File: src/rtl/instr_decode_stage.sv
// rtl/instr_decode_stage.sv - registered instruction decode stage with skid buffer
// Extracts opcode/register/immediate fields at accept and holds them in a 2-entry output/skid buffer.
module instr_decode_stage #(
  parameter int INSTR_W   = 9,
  parameter int OP_W      = 3,
  parameter int REG_W     = 2,
  parameter int IMM_SRC_W = 7,
  parameter int DATA_W    = 8,
  parameter int CNT_W     = 16
) (
  input  logic               clk,
  input  logic               reset,
  input  logic               flush,
  input  logic               imm_mode,
  input  logic               in_valid,
  output logic               in_ready,
  input  logic [INSTR_W-1:0] instruction,
  output logic               out_valid,
  input  logic               out_ready,
  output logic [OP_W-1:0]    opcode,
  output logic [REG_W-1:0]   r_a,
  output logic [REG_W-1:0]   r_b,
  output logic [DATA_W-1:0]  immediate,
  output logic [CNT_W-1:0]   decoded_count
);

  localparam int ENT_W = OP_W + 2 * REG_W + DATA_W;

  logic [ENT_W-1:0]  dec_ent;
  logic [ENT_W-1:0]  or_q, or_d, sk_q, sk_d;
  logic              or_valid_q, or_valid_d, sk_valid_q, sk_valid_d;
  logic [CNT_W-1:0]  cnt_q, cnt_d;
  logic [DATA_W-1:0] imm_ext;
  logic              accept, emit;
  logic              unused_instr_bits;

  // Instruction bits above the field map carry no information for this stage.
  assign unused_instr_bits = ^instruction;

  always_comb begin
    imm_ext = '0;
    if (!imm_mode && instruction[IMM_SRC_W-1]) begin
      imm_ext = '1;
    end
    imm_ext[IMM_SRC_W-1:0] = instruction[IMM_SRC_W-1:0];
  end

  assign dec_ent = {instruction[2*REG_W+OP_W-1:2*REG_W],
                    instruction[2*REG_W-1:REG_W],
                    instruction[REG_W-1:0],
                    imm_ext};

  assign in_ready  = !sk_valid_q;
  assign out_valid = or_valid_q;
  assign accept    = in_valid && in_ready;
  assign emit      = or_valid_q && out_ready;

  always_comb begin
    or_d       = or_q;
    sk_d       = sk_q;
    or_valid_d = or_valid_q;
    sk_valid_d = sk_valid_q;
    cnt_d      = (emit && cnt_q != '1) ? cnt_q + CNT_W'(1) : cnt_q;
    if (flush) begin
      or_valid_d = 1'b0;
      sk_valid_d = 1'b0;
    end else if (!or_valid_q || emit) begin
      // The skid entry is older than anything arriving now, so it drains first.
      if (sk_valid_q) begin
        or_d       = sk_q;
        or_valid_d = 1'b1;
        sk_valid_d = 1'b0;
      end else if (accept) begin
        or_d       = dec_ent;
        or_valid_d = 1'b1;
      end else begin
        or_valid_d = 1'b0;
      end
    end else if (accept) begin
      sk_d       = dec_ent;
      sk_valid_d = 1'b1;
    end
  end

  always_ff @(posedge clk) begin
    if (reset) begin
      or_q       <= '0;
      sk_q       <= '0;
      or_valid_q <= 1'b0;
      sk_valid_q <= 1'b0;
      cnt_q      <= '0;
    end else begin
      or_q       <= or_d;
      sk_q       <= sk_d;
      or_valid_q <= or_valid_d;
      sk_valid_q <= sk_valid_d;
      cnt_q      <= cnt_d;
    end
  end

  assign {opcode, r_a, r_b, immediate} = or_q;
  assign decoded_count = cnt_q;

endmodule
File: config.mk
export PLATFORM = sky130hd
export DESIGN_NAME = instr_decode_stage
export DESIGN_NICKNAME = d
export VERILOG_FILES = /design/src/rtl/instr_decode_stage.sv
export SDC_FILE = /design/constraint.sdc
export NUM_CORES = 1
export LEC_CHECK = 0
export ABC_AREA = 1
export BUFFER_PORTS_ARGS = -buffer_cell sky130_fd_sc_hd__buf_2
export CAP_MARGIN = 30
export CORE_MARGIN = 2
export CORE_UTILIZATION = 52
export DETAILED_ROUTE_END_ITERATION = 10
export HOLD_SLACK_MARGIN = 0.06
export PLACE_DENSITY_LB_ADDON = 0.08
export SYNTH_ARGS = -nofsm -noshare
export SYNTH_HDL_FRONTEND = slang
export SYNTH_SLANG_ARGS = --single-unit
File: constraint.sdc
create_clock -name clk -period 1.7 [get_ports clk]
set_input_delay 0.085 -clock clk [delete_from_list [all_inputs] [get_ports clk]]
set_output_delay 0.085 -clock clk [all_outputs]
set_load 0.03 [all_outputs]
==> flow_summary.rst, run 1 <==
.. list-table::
   :header-rows: 1

   * - Metric
     - Value
   * - Clock skew
     - 6.70 ps
   * - Worst Setup Slack, final
     - 171 ps
   * - Fill cell count
     - 327
   * - Number of nets with antenna violations after routing
     - 0
   * - Cell family contributing the most delay on the critical path
     - simple AND/OR/NAND/NOR gates
   * - Startpoint Class
     - register
   * - Portion of the clock cycle consumed by the worst path in the final layout
     - 90.0%
   * - R2R Setup Slk
     - 170 ps
   * - Depth of the critical timing path with buffers and inverters included
     - 8
   * - Dominant register cell in the synthesized netlist
     - sky130_fd_sc_hd__dfxtp_1
   * - Worst slack at placement
     - 202 ps
   * - Max IR drop VDD
     - 0.000686 V
   * - Number of flops mapped to enable cells by yosys
     - 0
   * - Mean instance size in the synthesized netlist
     - 6.57 sq um
   * - Count of buffers from port buffering
     - 45
   * - Highest-count cells in the layout ignoring fill and taps
     - sky130_fd_sc_hd__nand2_1, sky130_fd_sc_hd__nor2_1, sky130_fd_sc_hd__buf_2
   * - Synthesis-to-finish area growth
     - 26.3%
   * - Critical Path Fanout Max
     - 6
   * - Number of vias after detailed routing
     - 1,824
   * - Total number of clock tree sinks
     - 34
   * - CTS buffer count
     - 5
   * - Leak Pwr
     - 1.06 nW
   * - Worst setup path start
     - decoded_count[0]
   * - RSZ-0062 raised after global routing
     - false
   * - Worst-skew pair later-pin latency
     - 350 ps
   * - Total nets after synthesis
     - 288
   * - Floorplan die height
     - 62.6 um
   * - Detailed Place HPWL
     - 2920 um
   * - Routed WL
     - 4140 um
   * - Wire length of the first global-routing pass
     - 7030 um
   * - Number of standard-cell rows in the floorplan
     - 21
   * - Number of antenna violations at the first check in global routing
     - 0
   * - Maximum number of pins on one net before global-route repair
     - 19
   * - Via count of the first global-routing pass
     - 1,564
   * - Power per standard cell area
     - 799 mW/mm^2
   * - Delay contributed by the slowest stage of the critical path
     - 350 ps
   * - Number of different library cells in the post-synthesis netlist
     - 25
   * - Iteration-0 DRC count of the detailed router
     - 93
   * - Global-route congestion overflow total
     - 0
   * - Root buffer cell
     - sky130_fd_sc_hd__clkbuf_4
   * - Core occupancy in the finished layout
     - 68.2%
   * - Slowest cell on the critical path
     - sky130_fd_sc_hd__dfxtp_1
   * - Fraction of the yosys area taken by sequential cells
     - 38.1%
   * - Post-route setup TNS
     - 0 ps
   * - Post-synthesis instance area
     - 0.00179 sq mm
   * - Status
     - complete, no violations
   * - Number of maximum-capacitance violations
     - 0
   * - Global routing usage summed across all routing layers
     - 23.0%
   * - Count of cells along the worst register-to-register path
     - 8
   * - Synthesis warning total
     - 0
   * - Number of nets at the end of the flow
     - 345
   * - Asr flop ratio synth
     - 0%
   * - Number of hold violations in the final report
     - 0
   * - Final Setup Violations
     - 0
   * - Register clock-pin slew on the reported worst setup and hold paths
     - 110 ps
   * - Cell-by-cell listing of the critical path
     - ha_1 > nand2_1 > nor2_4 > nand2_2 > nor2_1 > nor2_1 > nand2_1 > a21oi_1
   * - Total die area
     - 0.00392 sq mm
   * - Routed len/inst
     - 11.0 um
   * - Synthesized instance count
     - 272
   * - CTS tree
     - built
   * - Ant. Diodes
     - 0
   * - Overall die width
     - 62.6 um
   * - Share of cells above drive strength 1
     - 23.9%
   * - Count of state elements after synthesis
     - 34
   * - Max clock buf depth
     - 2
   * - Reg-to-Reg End
     - decoded_count[3]
   * - Max-slew violation count
     - 0
   * - Number of top-level pins
     - 48
   * - Data arrival time at the worst-slack endpoint
     - 1820 ps
   * - Detailed-route DRC error count
     - 0
   * - Element type at the critical path end
     - register
   * - Data required time at the worst endpoint
     - 1990 ps
   * - Critical path capture point
     - decoded_count[3]
   * - Relative slew slack
     - 72.2%
   * - Number of detailed-route iterations in the first pass
     - 4
   * - Detail-routed via count per cell
     - 4.85
   * - Power Total
     - 0.00180 W
   * - Worst slew pin tran
     - 415 ps
   * - Classification of the worst-slack hold path
     - in -> reg
   * - Category of the critical setup timing path
     - reg -> reg
   * - Timing-limited maximum frequency
     - 654 MHz
   * - CTS HTree Levels
     - 2
   * - Most frequent standard cell in the layout excluding fill and tap cells
     - sky130_fd_sc_hd__nand2_1
   * - Minimum clock period
     - 1530 ps
   * - Number of buffers and inverters on the critical path
     - 0
   * - Initial cell density of the core
     - 54.0%
   * - Std-Cell Core Area
     - 0.00331 sq mm
   * - FF-to-FF Start
     - decoded_count[0]
   * - Weighted congestion reported at the end of routability-driven placement
     - 0.899
-- metrics by stage --
stage / instance area (sq um) / hold WS, ps / cells
2_1_floorplan: 1790 / 154 / 272
3_3_place_gp: 2030 / 293 / 356
3_5_place_dp: 2030 / 300 / 356
4_1_cts: 2240 / 83.4 / 374
5_1_grt: 2260 / 109 / 376
6_report: 2260 / 84.4 / 376
-- kinds of logic (layout without fill, tap and decap cells) --
family | Yosys count | after routing | share of synthesized area [%]
AO/OA/AOI/OAI | 39 | 39 | 11.1
AND/OR/NAND/NOR | 154 | 154 | 38.4
adder cells (fa/ha/maj) | 1 | 1 | 0.700
buffers and inverters | 41 | 99 | 10.3
flip-flops | 34 | 34 | 38.1
XOR/XNOR | 3 | 3 | 1.47
-- registers in the layout, summed over array words and instances, names as in the netlist --
| signal | cells |
|---|---|
| out_valid | 1 |
| decoded_count | 16 |
| or_q | 8 |
| sk_q | 8 |
| sk_valid_q | 1 |
-- worst min-delay path: stages --
cell and delay [ps]:
sky130_fd_sc_hd__buf_2 90, sky130_fd_sc_hd__inv_1 40, sky130_fd_sc_hd__nand2_1 120, sky130_fd_sc_hd__nor2_1 60
-- power by group --
group	total, W	switching, W	internal (W)
clock	0.000762	0.000303	0.000460
sequential	0.000830	0.0000133	0.000817
combinational	0.000211	0.000134	0.0000768
-- synth_stat cells, types with 2 or more instances --
library cell	number	area (sq um)
sky130_fd_sc_hd__and2_1	2	12.5
sky130_fd_sc_hd__buf_4	8	60.1
sky130_fd_sc_hd__a21oi_1	17	85.1
sky130_fd_sc_hd__nor2_1	52	195
sky130_fd_sc_hd__or2_2	2	12.5
sky130_fd_sc_hd__nand2_2	3	18.8
sky130_fd_sc_hd__nor2_2	2	12.5
sky130_fd_sc_hd__inv_1	26	97.6
sky130_fd_sc_hd__nand2_1	67	251
sky130_fd_sc_hd__o21ai_0	17	85.1
sky130_fd_sc_hd__dfxtp_1	34	681
sky130_fd_sc_hd__clkbuf_1	4	15.0
sky130_fd_sc_hd__inv_2	3	11.3
sky130_fd_sc_hd__nor2_4	3	33.8
sky130_fd_sc_hd__nand3_1	14	70.1
sky130_fd_sc_hd__nand2_4	2	22.5
sky130_fd_sc_hd__o21ai_1	4	20.0
sky130_fd_sc_hd__nand4_1	3	18.8
sky130_fd_sc_hd__xor2_1	3	26.3
-- metal layers --
layer  part of all wire [%]  global-route usage [%]  up-vias  routed length, um
li1                       -                       -      963                  -
met5                      0                       0        -                  0
met1                     49                    31.1      806               2030
met4                    1.4                    7.50        0                 56
met3                    5.5                    7.57        5                226
met2                     44                    34.8       50               1830
-- timing repair --
item | in CTS | in global routing
setup endpoints to repair | 0 | 1
setup buffers | 0 | 2
resized for setup | 0 | 1
hold buffers | 10 | 0
endpoints found under the hold margin | 12 | 0
-- how the worst min path moves through the flow --
stage | cells past startpoint | endpoint | from | slack [ps]
finish | 4 | sk_valid_q | out_ready | 80
global route | 4 | sk_valid_q | out_ready | 110
CTS | 4 | sk_valid_q | out_ready | 80
detailed placement | 2 | out_valid | flush | 300
global placement | 2 | out_valid | flush | 290
floorplan | 1 | decoded_count[11] | reset | 150
-- area by class of cell --
type	instances	area [sq um]	area share, %
well taps	46	57.6	2.55
flip-flops and latches	34	681	30.2
clock inverters	3	68.8	3.05
repair buffers	62	378	16.7
clock buffers	5	37.5	1.66
inverters	29	113	4.99
multi-input cells	197	922	40.9
(Power assumes the default switching activity.)
==> run 2, diff against run 1 <==
--- a/config.mk
+++ b/config.mk
@@ -5,11 +5,11 @@
 export SDC_FILE = /design/constraint.sdc
 export NUM_CORES = 1
 export LEC_CHECK = 0
-export ABC_AREA = 1
+export ABC_AREA = 0
 export BUFFER_PORTS_ARGS = -buffer_cell sky130_fd_sc_hd__buf_2
 export CAP_MARGIN = 30
 export CORE_MARGIN = 2
-export CORE_UTILIZATION = 52
+export CORE_UTILIZATION = 50
 export DETAILED_ROUTE_END_ITERATION = 10
 export HOLD_SLACK_MARGIN = 0.06
 export PLACE_DENSITY_LB_ADDON = 0.08
==> run 2 against run 1 <==
Against the previous run: cell count down 23%; maximum frequency fell by 9.4%; sequential cell count did not move; wire length down 4.0%; clock skew rose by 4.8 ps; final area up 0.55%; core utilization rose by 6.2 points; area after synthesis fell by 9.9%; critical path depth shrank 3; register-to-register slack got worse by 160 ps; largest cell class unchanged; highest routed layer unchanged.
==> flow_summary.rst, run 2 <==
.. list-table::
   :header-rows: 1

   * - Metric
     - Value
   * - Number of detailed-route iterations in the first pass
     - 4
   * - Data arrival time at the worst-slack endpoint
     - 1940 ps
   * - CTS HTree Levels
     - 2
   * - Most instantiated library cell after synthesis
     - sky130_fd_sc_hd__dfxtp_1
   * - Worst-skew pair later-pin latency
     - 330 ps
   * - Slowest cell on the critical path
     - sky130_fd_sc_hd__or4_1
   * - Number of antenna violations at the first check in global routing
     - 0
   * - Via count of the first global-routing pass
     - 1,450
   * - Critical Path Fanout Max
     - 5
   * - CTS tree
     - built
   * - Post-synthesis instance area
     - 0.00161 sq mm
   * - R2R Setup Slk
     - 10 ps
   * - List of most frequent post-synthesis cells
     - sky130_fd_sc_hd__dfxtp_1, sky130_fd_sc_hd__nor2_1, sky130_fd_sc_hd__mux2i_1, sky130_fd_sc_hd__a211oi_1
   * - Most area-consuming cells after synthesis
     - sky130_fd_sc_hd__dfxtp_1, sky130_fd_sc_hd__mux2i_1, sky130_fd_sc_hd__nor2_1, sky130_fd_sc_hd__a211oi_1, sky130_fd_sc_hd__buf_4
   * - Number of maximum-capacitance violations
     - 0
   * - Fin cells
     - 290
   * - Cell family contributing the most delay on the critical path
     - simple AND/OR/NAND/NOR gates
   * - Max-slew violation count
     - 0
   * - Std-Cell Core Area
     - 0.00305 sq mm
   * - Category of the critical setup timing path
     - reg -> reg
   * - Synthesized instance count
     - 175
   * - Count of state elements after synthesis
     - 34
   * - Relative slew slack
     - 71.3%
   * - Wire length of the first global-routing pass
     - 6400 um
   * - Number of hold violations in the final report
     - 0
   * - Total number of clock tree sinks
     - 34
   * - RSZ-0062 raised after global routing
     - true
   * - Floorplan die height
     - 60.8 um
   * - Number of top-level pins
     - 48
   * - Most frequent standard cell in the layout excluding fill and tap cells
     - sky130_fd_sc_hd__buf_2
   * - Number of buffers and inverters on the critical path
     - 2
   * - Global-route congestion overflow total
     - 0
   * - Cell type with the largest total area after synthesis
     - sky130_fd_sc_hd__dfxtp_1
   * - Overall die width
     - 60.8 um
   * - Placed Cells
     - 269
   * - Detail-routed via count per cell
     - 5.48
   * - Mean instance size in the synthesized netlist
     - 9.20 sq um
   * - Minimum clock period
     - 1690 ps
   * - Worst slew pin tran
     - 428 ps
   * - Share of cells above drive strength 1
     - 43.9%
   * - Timing-limited maximum frequency
     - 593 MHz
   * - Detailed Place HPWL
     - 2750 um
   * - Startpoint Class
     - register
   * - Max IR drop VDD
     - 0.000703 V
   * - Total nets after synthesis
     - 191
   * - Initial cell density of the core
     - 52.7%
   * - Clock skew
     - 11.5 ps
   * - CP dominant cell by count
     - sky130_fd_sc_hd__buf_4
   * - Dominant register cell in the synthesized netlist
     - sky130_fd_sc_hd__dfxtp_1
   * - Highest-count cells in the layout ignoring fill and taps
     - sky130_fd_sc_hd__buf_2, sky130_fd_sc_hd__nor2_1, sky130_fd_sc_hd__buf_4
   * - Fraction of the yosys area taken by sequential cells
     - 42.3%
   * - Weighted congestion reported at the end of routability-driven placement
     - 0.817
   * - Synthesis-to-finish area growth
     - 40.9%
   * - Max clock buf depth
     - 2
   * - Cell-by-cell listing of the critical path
     - buf_4 > nand4_1 > buf_4 > or4_1 > a21oi_1
   * - Number of flops mapped to enable cells by yosys
     - 0
   * - Asr flop ratio synth
     - 0%
   * - Detailed-route DRC error count
     - 0
   * - Number of vias after detailed routing
     - 1,590
   * - Iteration-0 DRC count of the detailed router
     - 109
   * - Routed WL
     - 3970 um
   * - Number of standard-cell rows in the floorplan
     - 20
   * - Leak Pwr
     - 0.948 nW
   * - Element type at the critical path end
     - register
   * - Number of nets with antenna violations after routing
     - 0
   * - Portion of the clock cycle consumed by the worst path in the final layout
     - 99.3%
   * - Minimum hold slack
     - 106 ps
   * - Fill cell count
     - 253
   * - Count of buffers from port buffering
     - 45
   * - Routed len/inst
     - 13.7 um
   * - Number of nets at the end of the flow
     - 261
   * - Delay contributed by the slowest stage of the critical path
     - 460 ps
   * - Total die area
     - 0.00369 sq mm
   * - CTS buffer count
     - 5
   * - Global routing usage summed across all routing layers
     - 23.3%
   * - Maximum number of pins on one net before global-route repair
     - 21
   * - Synthesis warning total
     - 0
   * - Share of the synthesized area in the top cell type
     - 42.3%
   * - Root buffer cell
     - sky130_fd_sc_hd__clkbuf_4
   * - Status
     - complete, no violations
   * - Power per standard cell area
     - 754 mW/mm^2
   * - Final Setup Violations
     - 0
   * - Ant. Diodes
     - 0
   * - Data required time at the worst endpoint
     - 1960 ps
   * - Classification of the worst-slack hold path
     - in -> reg
   * - Number of different library cells in the post-synthesis netlist
     - 40
   * - Register clock-pin slew on the reported worst setup and hold paths
     - 100 ps
   * - Number of flip-flops in the largest register
     - 16
run 2: worst min-delay path: cells and delay by family:
kind | cells | cell delay [ps]
buffers and inverters | 1 | 80
multiplexers | 1 | 120
AND/OR/NAND/NOR | 2 | 100
run 2: where the power goes:
| group | total [W] | internal, W | switching, W | leakage (nW) |
|---|---|---|---|---|
| Sequential | 0.000821 | 0.000810 | 0.0000108 | 0.283 |
| Clock | 0.000704 | 0.000439 | 0.000265 | 0.0567 |
| Combinational | 0.000186 | 0.0000687 | 0.000117 | 0.608 |
| Total | 0.00171 | 0.00132 | 0.000393 | 0.948 |
run 2: what timing repair did:
item / CTS / global route
resized for setup: 1 / 9
hold buffers: 8 / 0
hold endpoints to repair: 9 / 0
buffers inserted: 1 / 4
pin swaps: 1 / 5
endpoints found under the setup margin: 4 / 8
run 2: cell type report:
type                    instances  area [sq um]  share of cell area (%)
repair buffers                 78           497                    21.9
inverters                       2          7.51                   0.331
clock buffers                   7          76.3                    3.36
well taps                      44          55.1                    2.43
flip-flops and latches         34           702                    30.9
multi-input cells             124           902                    39.7
clock inverters                 1          30.0                    1.32
run 2: worst paths after layout:
check,from,end,cells after the start
hold reg to reg,sk_q[7],sk_q[7],2
setup reg to reg,decoded_count[0],decoded_count[5],5
setup / recovery,decoded_count[0],decoded_count[5],5
hold / removal,imm_mode,sk_q[7],4
run 2: layer usage:
| layer | wire [um] | part of all wire (%) | GRT usage (%) |
|---|---|---|---|
| met1 | 1770 | 45 | 30.1 |
| met2 | 1950 | 49 | 39.2 |
| met3 | 199 | 5.0 | 4.48 |
| met4 | 50 | 1.3 | 7.45 |
| met5 | 0 | 0 | 0 |
run 2: per-stage QoR:
stage	area, sq um	util [%]	total power, W	setup WS, ps	setup TNS, ps
finish	2270	74.3	0.00171	12.7	0
global route	2270	74.3	0.00178	-70.0	-275
CTS	2190	71.9	0.00173	8.01	0
detailed placement	1990	65.2	0.00101	-44.2	-61.8
global placement	1990	65.2	0.00100	20.2	0
floorplan	1640	-	0.000965	-60.0	-159
run 2: cell families after synthesis:
logic type | Yosys count | share of synthesized area [%]
AND/OR/NAND/NOR | 71 | 24.6
AO/OA/AOI/OAI | 31 | 13.3
adder cells (fa/ha/maj) | 1 | 0.777
multiplexers | 20 | 12.7
buffers and inverters | 17 | 5.91
XOR/XNOR | 1 | 0.544
flip-flops | 34 | 42.3
==> run 3, diff against run 2 <==
--- a/config.mk
+++ b/config.mk
@@ -13,6 +13,7 @@
 export DETAILED_ROUTE_END_ITERATION = 10
 export HOLD_SLACK_MARGIN = 0.06
 export PLACE_DENSITY_LB_ADDON = 0.08
+export REMOVE_ABC_BUFFERS = 1
 export SYNTH_ARGS = -nofsm -noshare
 export SYNTH_HDL_FRONTEND = slang
 export SYNTH_SLANG_ARGS = --single-unit
==> constraint.sdc (replaced) <==
create_clock -name clk -period 1.7 [get_ports clk]
set_input_delay 0.425 -clock clk [delete_from_list [all_inputs] [get_ports clk]]
set_output_delay 0.425 -clock clk [all_outputs]
set_load 0.03 [all_outputs]
==> run 3 against run 2 <==
Against the previous run: cell count decreased by 1.7%; setup slack better by 55 ps; clock skew up 1.4 ps; first-iteration DRC count fell by 68%; critical path depth is the same; maximum frequency up 3.4%; core utilization fell by 4.2 points; sequential share of layout area is 1.0 points higher; final area down 5.6%; largest cell class unchanged; clock power down 29%.
==> flow_summary.rst, run 3 (synthesized netlist as in run 2, its figures left out) <==
.. list-table::
   :header-rows: 1

   * - Metric
     - Value
   * - Status
     - complete, no violations
   * - Minimum hold slack
     - 293 ps
   * - Power per standard cell area
     - 699 mW/mm^2
   * - Routed len/inst
     - 13.2 um
   * - Register clock-pin slew on the reported worst setup and hold paths
     - 120 ps
   * - Routed WL
     - 3770 um
   * - Std-Cell Core Area
     - 0.00305 sq mm
   * - Via count of the first global-routing pass
     - 1,455
   * - Weighted congestion reported at the end of routability-driven placement
     - 0.896
   * - Critical Path Fanout Max
     - 4
   * - CTS buffer count
     - 5
   * - Cell area after layout
     - 0.00214 sq mm
   * - Ant. Diodes
     - 0
   * - Portion of the clock cycle consumed by the worst path in the final layout
     - 96.0%
   * - Number of vias after detailed routing
     - 1,575
   * - Detailed Place HPWL
     - 2720 um
   * - Number of top-level pins
     - 48
   * - Count of buffers from port buffering
     - 45
   * - CTS HTree Levels
     - 2
   * - Met1 routing resource usage after global routing
     - 27.5%
   * - Highest-count cells in the layout ignoring fill and taps
     - sky130_fd_sc_hd__buf_2, sky130_fd_sc_hd__dfxtp_1, sky130_fd_sc_hd__buf_4
   * - Worst slew pin tran
     - 433 ps
   * - Number of nets with antenna violations after routing
     - 0
   * - Number of maximum-capacitance violations
     - 0
   * - Placed cell area
     - 0.00200 sq mm
   * - Maximum number of pins on one net before global-route repair
     - 24
   * - Met3 capacity usage during global routing
     - 7.04%
   * - Number of detailed-route iterations in the first pass
     - 4
   * - Data arrival time at the worst-slack endpoint
     - 1910 ps
   * - Max clock buf depth
     - 2
   * - Global-route congestion overflow total
     - 0
   * - Startpoint Class
     - register
   * - Classification of the worst-slack hold path
     - in -> reg
   * - Leak Pwr
     - 0.910 nW
   * - Max-slew violation count
     - 0
   * - Initial cell density of the core
     - 52.7%
   * - Relative slew slack
     - 71.1%
   * - Overall die width
     - 60.8 um
   * - Most frequent standard cell in the layout excluding fill and tap cells
     - sky130_fd_sc_hd__buf_2
   * - Iteration-0 DRC count of the detailed router
     - 35
   * - Power Total
     - 0.00150 W
   * - Number of flip-flops in the largest register
     - 16
   * - Timing-limited maximum frequency
     - 613 MHz
   * - Max IR drop VDD
     - 0.000541 V
   * - Wire length of the first global-routing pass
     - 6180 um
   * - Floorplan die height
     - 60.8 um
   * - Detailed-route DRC error count
     - 0
   * - Number of nets at the end of the flow
     - 256
   * - Final Setup Violations
     - 0
   * - Number of standard-cell rows in the floorplan
     - 20
   * - Worst-skew pair later-pin latency
     - 350 ps
   * - CTS tree
     - built
   * - Share of cells above drive strength 1
     - 41.5%
   * - Total die area
     - 0.00369 sq mm
   * - Detail-routed via count per cell
     - 5.53
   * - Total number of clock tree sinks
     - 34
   * - Placed Cells
     - 274
   * - Synthesis-to-finish area growth
     - 33.0%
   * - Category of the critical setup timing path
     - reg -> reg
   * - Number of hold violations in the final report
     - 0
   * - Met2 global-route usage
     - 37.5%
   * - Data required time at the worst endpoint
     - 1980 ps
   * - Element type at the critical path end
     - register
   * - Most utilized layer in the global route result
     - met2
   * - Minimum clock period
     - 1630 ps
   * - Global routing usage summed across all routing layers
     - 22.4%
   * - Root buffer cell
     - sky130_fd_sc_hd__clkbuf_4
   * - Number of antenna violations at the first check in global routing
     - 0
   * - Clock skew
     - 12.8 ps
   * - Fin cells
     - 285
[run 3: final cells by class]
cell class | count | area (sq um)
repair buffers | 73 | 435
well taps | 44 | 55.1
clock buffers | 6 | 51.3
fillers | 276 | 911
inverters | 2 | 7.51
clock inverters | 2 | 16.3
flip-flops and latches | 34 | 684
multi-input cells | 124 | 892
[run 3: report_power, final]
group          switching, W  internal, W  total (W)
Combinational      0.000114    0.0000590   0.000173
Sequential        0.0000116     0.000813   0.000825
Clock              0.000293     0.000206   0.000499
Total              0.000419      0.00108    0.00150
[run 3: critical path, cell delays in order (launching register included)]
cell                      delay, ps
sky130_fd_sc_hd__dfxtp_2        370
sky130_fd_sc_hd__ha_4           150
sky130_fd_sc_hd__nand3_4        100
sky130_fd_sc_hd__or4_4          490
sky130_fd_sc_hd__or3_1          330
sky130_fd_sc_hd__a21oi_2        110
[run 3: per-stage QoR]
| step | setup slack [ps] | utilization [%] | setup TNS, ps |
|---|---|---|---|
| global placement | 71.9 | 65.4 | 0 |
| detailed placement | 37.4 | 65.4 | 0 |
| CTS | 13.3 | 67.8 | 0 |
| finish | 67.9 | 70.2 | 0 |
| global route | -23.2 | 70.2 | -44.6 |
| floorplan | -704 | - | -6360 |
[run 3: worst paths after layout]
kind	startpoint	endpoint	slack, ps	cells after the start
hold / removal	flush	out_valid	290	2
setup / recovery	decoded_count[0]	decoded_count[8]	70	5
hold reg to reg	or_q[7]	or_q[7]	510	2
setup reg to reg	decoded_count[0]	decoded_count[8]	70	5
[run 3: routing by layer]
metal  up-vias  wire length (um)
met5         -                 0
met3         6               241
met1       740              1640
li1        773                 -
met4         0                51
met2        56              1840
[run 3: repair_timing]
item                       4_1_cts  5_1_grt
setup buffers                    0        3
hold buffers                     0        0
hold endpoints to repair         0        0
pin swaps                        0        3
setup endpoints to repair        1        7
gates resized for setup          3        8
